<file path="src/rtl/kmeans_iter_ctrl.sv">
// Iteration controller for the k=2, n=2 k-means datapath: runs classification
// passes, reads back sums/counts, divides out new centroids, repeats until stable.
module kmeans_iter_ctrl #(
  parameter int data_width    = 16,
  parameter int acc_sum_width = 24,
  parameter int cnt_width     = 9,
  parameter int max_iter      = 16,
  parameter int iter_width    = 5
) (
  input  logic                     clk,
  input  logic                     rst,
  input  logic                     start,
  output logic                     busy,
  output logic                     done,
  output logic                     converged,
  output logic [iter_width-1:0]    iter_count,
  output logic                     kmeans_rst,
  input  logic                     kmeans_rdy,
  output logic                     class_en,
  input  logic                     class_done,
  output logic                     bck_rd,
  output logic                     bck_rd_addr,
  input  logic [acc_sum_width-1:0] sum_d0,
  input  logic [acc_sum_width-1:0] sum_d1,
  input  logic [cnt_width-1:0]     k0_count,
  input  logic [cnt_width-1:0]     k1_count,
  input  logic [data_width-1:0]    k0_0,
  input  logic [data_width-1:0]    k0_1,
  input  logic [data_width-1:0]    k1_0,
  input  logic [data_width-1:0]    k1_1,
  output logic [data_width-1:0]    k0_0_n,
  output logic [data_width-1:0]    k0_1_n,
  output logic [data_width-1:0]    k1_0_n,
  output logic [data_width-1:0]    k1_1_n,
  output logic                     up_centroids,
  output logic [3:0]               fsm_state
);

  typedef enum logic [3:0] {
    IDLE     = 4'd0,
    KRST     = 4'd1,
    WAIT_RDY = 4'd2,
    CLASS    = 4'd3,
    READ     = 4'd4,
    DIV      = 4'd5,
    UPDATE   = 4'd6,
    CHECK    = 4'd7,
    DONE     = 4'd8
  } state_t;

  localparam int bit_w = $clog2(acc_sum_width);
  localparam logic [bit_w-1:0] last_bit = bit_w'(acc_sum_width - 1);

  state_t                   state;
  logic [1:0]               rd_cnt;
  logic [1:0]               div_idx;
  logic                     div_run;
  logic [bit_w-1:0]         bit_cnt;
  logic [acc_sum_width-1:0] sums [4];
  logic [cnt_width-1:0]     cnt0, cnt1;
  logic [acc_sum_width-1:0] quo, quo_nx;
  logic [cnt_width-1:0]     rem, rem_nx;
  logic [cnt_width:0]       rem_shift;
  logic [data_width-1:0]    res [4];
  logic [cnt_width-1:0]     divisor;
  logic [data_width-1:0]    cur;
  logic [data_width-1:0]    res_val;
  logic                     div_fin;
  logic                     all_same;

  assign fsm_state = state;
  assign k0_0_n = res[0];
  assign k0_1_n = res[1];
  assign k1_0_n = res[2];
  assign k1_1_n = res[3];

  // One restoring-division step; a zero divisor finishes in the load cycle
  // and keeps the current centroid.
  always_comb begin
    divisor   = div_idx[1] ? cnt1 : cnt0;
    cur       = k0_0;
    rem_shift = {rem, quo[acc_sum_width-1]};
    rem_nx    = rem_shift[cnt_width-1:0];
    quo_nx    = {quo[acc_sum_width-2:0], 1'b0};
    case (div_idx)
      2'd0: cur = k0_0;
      2'd1: cur = k0_1;
      2'd2: cur = k1_0;
      default: cur = k1_1;
    endcase
    if (rem_shift >= {1'b0, divisor}) begin
      rem_nx = cnt_width'(rem_shift - {1'b0, divisor});
      quo_nx = {quo[acc_sum_width-2:0], 1'b1};
    end
    div_fin = div_run ? (bit_cnt == last_bit) : (divisor == '0);
    res_val = div_run ? quo_nx[data_width-1:0] : cur;
  end

  always_ff @(posedge clk) begin
    if (rst) begin
      state        <= IDLE;
      busy         <= 1'b0;
      done         <= 1'b0;
      converged    <= 1'b0;
      iter_count   <= '0;
      kmeans_rst   <= 1'b0;
      class_en     <= 1'b0;
      bck_rd       <= 1'b0;
      bck_rd_addr  <= 1'b0;
      up_centroids <= 1'b0;
      rd_cnt       <= '0;
      div_idx      <= '0;
      div_run      <= 1'b0;
      bit_cnt      <= '0;
      quo          <= '0;
      rem          <= '0;
      cnt0         <= '0;
      cnt1         <= '0;
      all_same     <= 1'b0;
      for (int i = 0; i < 4; i++) begin
        sums[i] <= '0;
        res[i]  <= '0;
      end
    end else begin
      case (state)
        IDLE: begin
          if (start) begin
            iter_count <= '0;
            converged  <= 1'b0;
            busy       <= 1'b1;
            kmeans_rst <= 1'b1;
            state      <= KRST;
          end
        end
        KRST: begin
          kmeans_rst <= 1'b0;
          state      <= WAIT_RDY;
        end
        WAIT_RDY: begin
          if (kmeans_rdy) begin
            class_en <= 1'b1;
            state    <= CLASS;
          end
        end
        CLASS: begin
          if (class_done) begin
            class_en    <= 1'b0;
            iter_count  <= iter_count + iter_width'(1);
            bck_rd      <= 1'b1;
            bck_rd_addr <= 1'b0;
            rd_cnt      <= '0;
            state       <= READ;
          end
        end
        READ: begin
          rd_cnt <= rd_cnt + 2'd1;
          case (rd_cnt)
            2'd0: begin
              sums[0]     <= sum_d0;
              sums[1]     <= sum_d1;
              bck_rd_addr <= 1'b1;
            end
            2'd1: begin
              sums[2] <= sum_d0;
              sums[3] <= sum_d1;
            end
            2'd2: begin
              cnt0 <= k0_count;
              cnt1 <= k1_count;
            end
            default: begin
              bck_rd      <= 1'b0;
              bck_rd_addr <= 1'b0;
              div_idx     <= '0;
              div_run     <= 1'b0;
              state       <= DIV;
            end
          endcase
        end
        DIV: begin
          if (div_fin) begin
            res[div_idx] <= res_val;
            div_run      <= 1'b0;
            div_idx      <= div_idx + 2'd1;
            if (div_idx == 2'd3) begin
              up_centroids <= 1'b1;
              state        <= UPDATE;
            end
          end else if (!div_run) begin
            quo     <= sums[div_idx];
            rem     <= '0;
            bit_cnt <= '0;
            div_run <= 1'b1;
          end else begin
            quo     <= quo_nx;
            rem     <= rem_nx;
            bit_cnt <= bit_cnt + bit_w'(1);
          end
        end
        UPDATE: begin
          // Current centroids are still the pre-update values in this cycle.
          up_centroids <= 1'b0;
          all_same     <= (res[0] == k0_0) && (res[1] == k0_1) &&
                          (res[2] == k1_0) && (res[3] == k1_1);
          state        <= CHECK;
        end
        CHECK: begin
          if (all_same) begin
            converged <= 1'b1;
            done      <= 1'b1;
            state     <= DONE;
          end else if (iter_count == iter_width'(max_iter)) begin
            converged <= 1'b0;
            done      <= 1'b1;
            state     <= DONE;
          end else begin
            kmeans_rst <= 1'b1;
            state      <= KRST;
          end
        end
        DONE: begin
          done  <= 1'b0;
          busy  <= 1'b0;
          state <= IDLE;
        end
        default: state <= IDLE;
      endcase
    end
  end

endmodule

</file>
<file path="config.mk">
export PLATFORM = sky130hd
export DESIGN_NAME = kmeans_iter_ctrl
export DESIGN_NICKNAME = d
export VERILOG_FILES = /design/src/rtl/kmeans_iter_ctrl.sv
export SDC_FILE = /design/constraint.sdc
export NUM_CORES = 1
export LEC_CHECK = 0
export ABC_CLOCK_PERIOD_IN_PS = 6900
export CAP_MARGIN = 10
export CORE_MARGIN = 2
export CORE_UTILIZATION = 55
export DETAILED_ROUTE_END_ITERATION = 10
export PLACE_DENSITY = 0.9
export SLEW_MARGIN = 20
export SYNTH_ARGS = -nofsm -noshare
export SYNTH_HDL_FRONTEND = slang
export SYNTH_SLANG_ARGS = --single-unit
export TNS_END_PERCENT = 10
</file>
<file path="constraint.sdc">
create_clock -name clk -period 6.9 [get_ports clk]
set_clock_uncertainty 0.05 [all_clocks]
set_input_delay 1.38 -clock clk [delete_from_list [all_inputs] [get_ports clk]]
set_output_delay 1.38 -clock clk [all_outputs]
set_load 0.02 [all_outputs]
</file>
---- Word-level counts from Yosys, hierarchy flattened ----
Memories as Yosys holds them, arrays and structs flattened. A register that Yosys moved wholly into a read port is not among the register bits.
Index checks and enable logic that the tools add are counted.
cells by class
  equality and inequality tests ........... 29
  add/sub/neg operators ................... 5
  multiplexer cells ....................... 74
  order comparisons ....................... 1
  reduce and logical (&&, ||, !) cells .... 34
  bitwise gates (word level) .............. 5
operator list
  kind                 count
  $mux 24              5
  $eq 16x16->1         4
  $pmux 16 s3          1
  $mux 1               32
  $mux 16              2
  $mux 4               8
  $pmux 4 s8           1
  $mux 9               3
  $reduce_and 3->1     7
  $ne 2x2->1 const B   9
  $pmux 1 s2           9
  $eq 4x3->1 const B   4
  $reduce_bool 2->1    8
  $reduce_or 16->1     1
  $mux 5               3
  $mux 2               6
  $reduce_and 2->1     6
  $add 5x1->5 const B  2
  $eq 5x5->1 const B   2
  $ge 10x9->1          1
  $pmux 5 s2           1
  $logic_not 9->1      1
  $sub 9x9->9          1
  $eq 4x2->1 const B   2
  18 further kinds     29
word-level totals
  output and inout port bits .............. 81
  bits in writable memories ............... 160
  register bits ........................... 79
  logic and storage cells ................. 169
  bits of input ports ..................... 135
  memories ................................ 2
memories
  memory  depth  bits a word  rd ports  clocked after memory_dff  wr ports  RTL line  RTL
  sums    4      24           1         1                         4         59        logic [acc_sum_width-1:0] sums [4];
  res     4      16           4         0                         4         64        logic [data_width-1:0] res [4];

---- Depth between registers and ports, before layout ----
  depth in word-level cells ............... 9
  gate-level depth with buffers ........... 11
  gate-level depth less buffers ........... 10

---- Worst setup path after synthesis ----
Ideal clock, no wire load.
  path type ............................... input to register
  start ................................... input port rst
  end ..................................... memory sums[2][0] (enable)
  required time ........................... 6437 ps
  setup slack ............................. 3268 ps
  cell stages on the path ................. 3
  arrival ................................. 3169 ps
  path buffers ............................ 2
  setup time .............................. 413 ps
  path through ............................ clkbuf_1 > clkbuf_1 > nand2b_1
RTL lines
  what                RTL line  RTL
  start: declaration  11        input logic rst,
  end: declaration    59

==> results.yml <==
yosys:
  synth_edf_count: 160
  syn_nets: 1194
  yosysSeqAreaShare_pct: 55.1
  synth_cell_types: 56
  netlist_area_mm2: 0.0117
  yosysWarningCount: 0
  yosys.area.top_type: "edfxtp_1"
  synth_top_area_share_pct: 41.2
  synthFlopType: "edfxtp_1"
  ys_ff_latch: 241
  synthArstFlopShare_pct: 0
  synth_area_leaders: "edfxtp_1 41%, dfxtp_1 14%, and2_1 5.5%"
  avgSynthCellArea_um2: 11.2
  synth_cells: 1038
clocking:
  post_cts_resized: 0
  htreeDepth: 1
  cts.sinks: 241
  cts_buffers: 25
  post_cts_buffers: 0
  clkSlewWorstSetupHoldPaths_ns: 0.06
  clockRootBuffer: "clkbuf_16"
  cts_buffer_depth: 3
  tritoncts: "done"
  hold_buffers: 0
  clock_latency_ns: 0.55
setup_path:
  r2r-start: "div_idx[1]"
  cpMaxStageDelayCell: "dfxtp_1"
  cp_top_family: "simple AND/OR/NAND/NOR gates"
  cp_num_cells: 6
  worst-path-buf-inv: 0
  worstPathArrival_ns: 4.25
  startpoint_type: "flip-flop"
  rr_worst_depth: 6
  worstPathCellList: "nor4b_2 > nand2_1 > a211o_1 > a211o_1 > or3_1 > nand2b_1"
  crit_path_max_incr_delay_ns: 0.88
  end_kind: "flip-flop"
  critPathKind: "reg2reg"
  critPathMaxFanout: 20
  cp-startpoint: "div_idx[1]"
  crit_top_cell: "a211o_1"
  crit_required_ns: 6.99
routing:
  drtPass1Iterations: 6
  via_per_inst: 5.85
  wl_per_cell_um: 20.0
  drc: 0
  route.vias.total: 8870
  detail-route-antenna-nets: 0
  drt_iter0_markers: 897
  drt-total-wl_um: 30400
timing:
  tns_ns: 0
  fmax_ghz: 0.241
  rsz0062_at_grt: "false"
  final-hold-violation-count: 0
  period_needed_ns: 4.16
  setup_viol: 0
  worst_pin_slew_ns: 1.03
  slew_violations: 0
  slew_headroom_pct: 31.3
  timing.final.crit_share_pct: 60.2
layout:
  nets: 1379
  fin_area_mm2: 0.0148
  layout_common_cells: "214 x clkdlybuf4s50_1, 160 x edfxtp_1, 154 x nor2_1"
  area_growth_pct: 26.6
  final_common_cell: "clkdlybuf4s50_1"
  diodes: 0
  fillCellCount: 1454
  drive_gt1_share_pct: 6.77
min_path:
  min_path_type: "reg2reg"
  min_path_cells: 2
  hold_start: "cnt0[3]"
die:
  fp.dieH_um: 150
  start_util_pct: 55.8
  die-width_um: 150
  core_area_mm2: 0.0209
  rows: 53
  die_area_mm2: 0.0224
  ioPinCount: 216
pwr:
  power.density_mw_per_mm2: 235
  max-vdd-ir-drop_mv: 0.191
  p_leak_nw: 5.34
placed_design:
  dp_hpwl_um: 21400
  io_buffers: 215
  gp_congestion: 0.917
  dpl_cell_area_mm2: 0.0139
global_route:
  grt_util_all_layers_pct: 26.8
  grt_antenna_before_repair: 0
  overflow: 0
  grt_pass1_vias: 8850
  grt_first_pass_wirelength_um: 46900
  grt_max_degree: 84
status:
  status: "finished clean"
flow_run:
  drv_cap: 0
## cells by family (layout without fill, tap and decap cells)
kind of cell | count (synthesis) | in the layout | synth area share (%)
and+or+nand+nor | 410 | 410 | 17.4
DFF | 241 | 241 | 55.1
AOI/OAI and AO/OA | 160 | 160 | 9.13
buffers and inverters | 75 | 278 | 2.95
xor gates and xnor gates | 72 | 72 | 5.41
muxes | 59 | 59 | 7.67
adders and majority gates | 21 | 21 | 2.32
## sequential cells by signal (all words and copies together), names as in the netlist, 2 cells and up, named ones only
name,cells
quo,24
cnt0,9
rd_cnt,2
rem,9
bit_cnt,5
div_idx,2
res,64
sums,96
iter_count,5
cnt1,9
fsm_state,4
## Yosys cell counts, drive strengths merged (4+ instances only)
| master | number |
|---|---|
| a211oi | 28 |
| a21oi | 70 |
| a221o | 8 |
| a222oi | 16 |
| and2 | 102 |
| buf | 13 |
| clkbuf | 49 |
| dfxtp | 81 |
| edfxtp | 160 |
| ha | 20 |
| inv | 13 |
| mux2i | 33 |
| mux4 | 24 |
| nand2 | 65 |
| nand2b | 9 |
| nand3 | 9 |
| nand3b | 4 |
| nand4 | 16 |
| nor2 | 157 |
| nor3 | 15 |
| nor4 | 12 |
| o21ai | 15 |
| or3 | 6 |
| xnor2 | 41 |
| xor2 | 31 |
## layer usage
layer	wire length [um]	GRT usage [%]	vias to the layer above
li1	-	-	4124
met2	15000	46.1	481
met1	11700	33.9	4179
met5	0	0	-
met3	2660	4.79	86
met4	1080	10.4	0
## area by class of cell
class | instances | area (um2) | area share, %
flip-flops and latches | 241 | 6430 | 43.6
multi-input cells | 722 | 4910 | 33.3
repair buffers | 220 | 2180 | 14.8
clock buffers | 38 | 741 | 5.02
well taps | 275 | 344 | 2.33
clock inverters | 7 | 97.6 | 0.661
inverters | 13 | 48.8 | 0.331
## per-stage QoR
| stage | setup slack (ns) | hold WS [ns] | utilization, % | power, mW | std cells |
|---|---|---|---|---|---|
| 2_1_floorplan | 3.27 | 0.397 | - | 1.90 | 1038 |
| 3_3_place_gp | 2.95 | 0.396 | 66.6 | 2.10 | 1471 |
| 3_5_place_dp | 2.83 | 0.397 | 66.6 | 2.12 | 1471 |
| 4_1_cts | 2.82 | 0.424 | 70.6 | 3.47 | 1516 |
| 5_1_grt | 2.55 | 0.450 | 70.6 | 3.56 | 1516 |
| 6_report | 2.74 | 0.424 | 70.6 | 3.46 | 1516 |
## worst reg2reg max path: stages (launching register included)
cell      delay [ns]
dfxtp_1         0.88
nor4b_2         0.33
nand2_1         0.11
a211o_1         0.34
a211o_1         0.60
or3_1           0.70
nand2b_1        0.75
## where the power goes
part | total (mW) | internal (mW) | switching (mW)
logic | 0.431 | 0.210 | 0.222
registers | 1.66 | 1.61 | 0.0560
clock network | 1.37 | 0.817 | 0.554
total | 3.46 | 2.63 | 0.831
## path summary, 6_finish.rpt
path,to,slack [ns]
worst max-delay path,res[0][2],2.74
worst min-delay path,cnt0[3],0.42
worst max register to register,res[0][2],2.74
worst min register to register,cnt0[3],0.42
No activity file was read; power rests on OpenSTA's default activity.
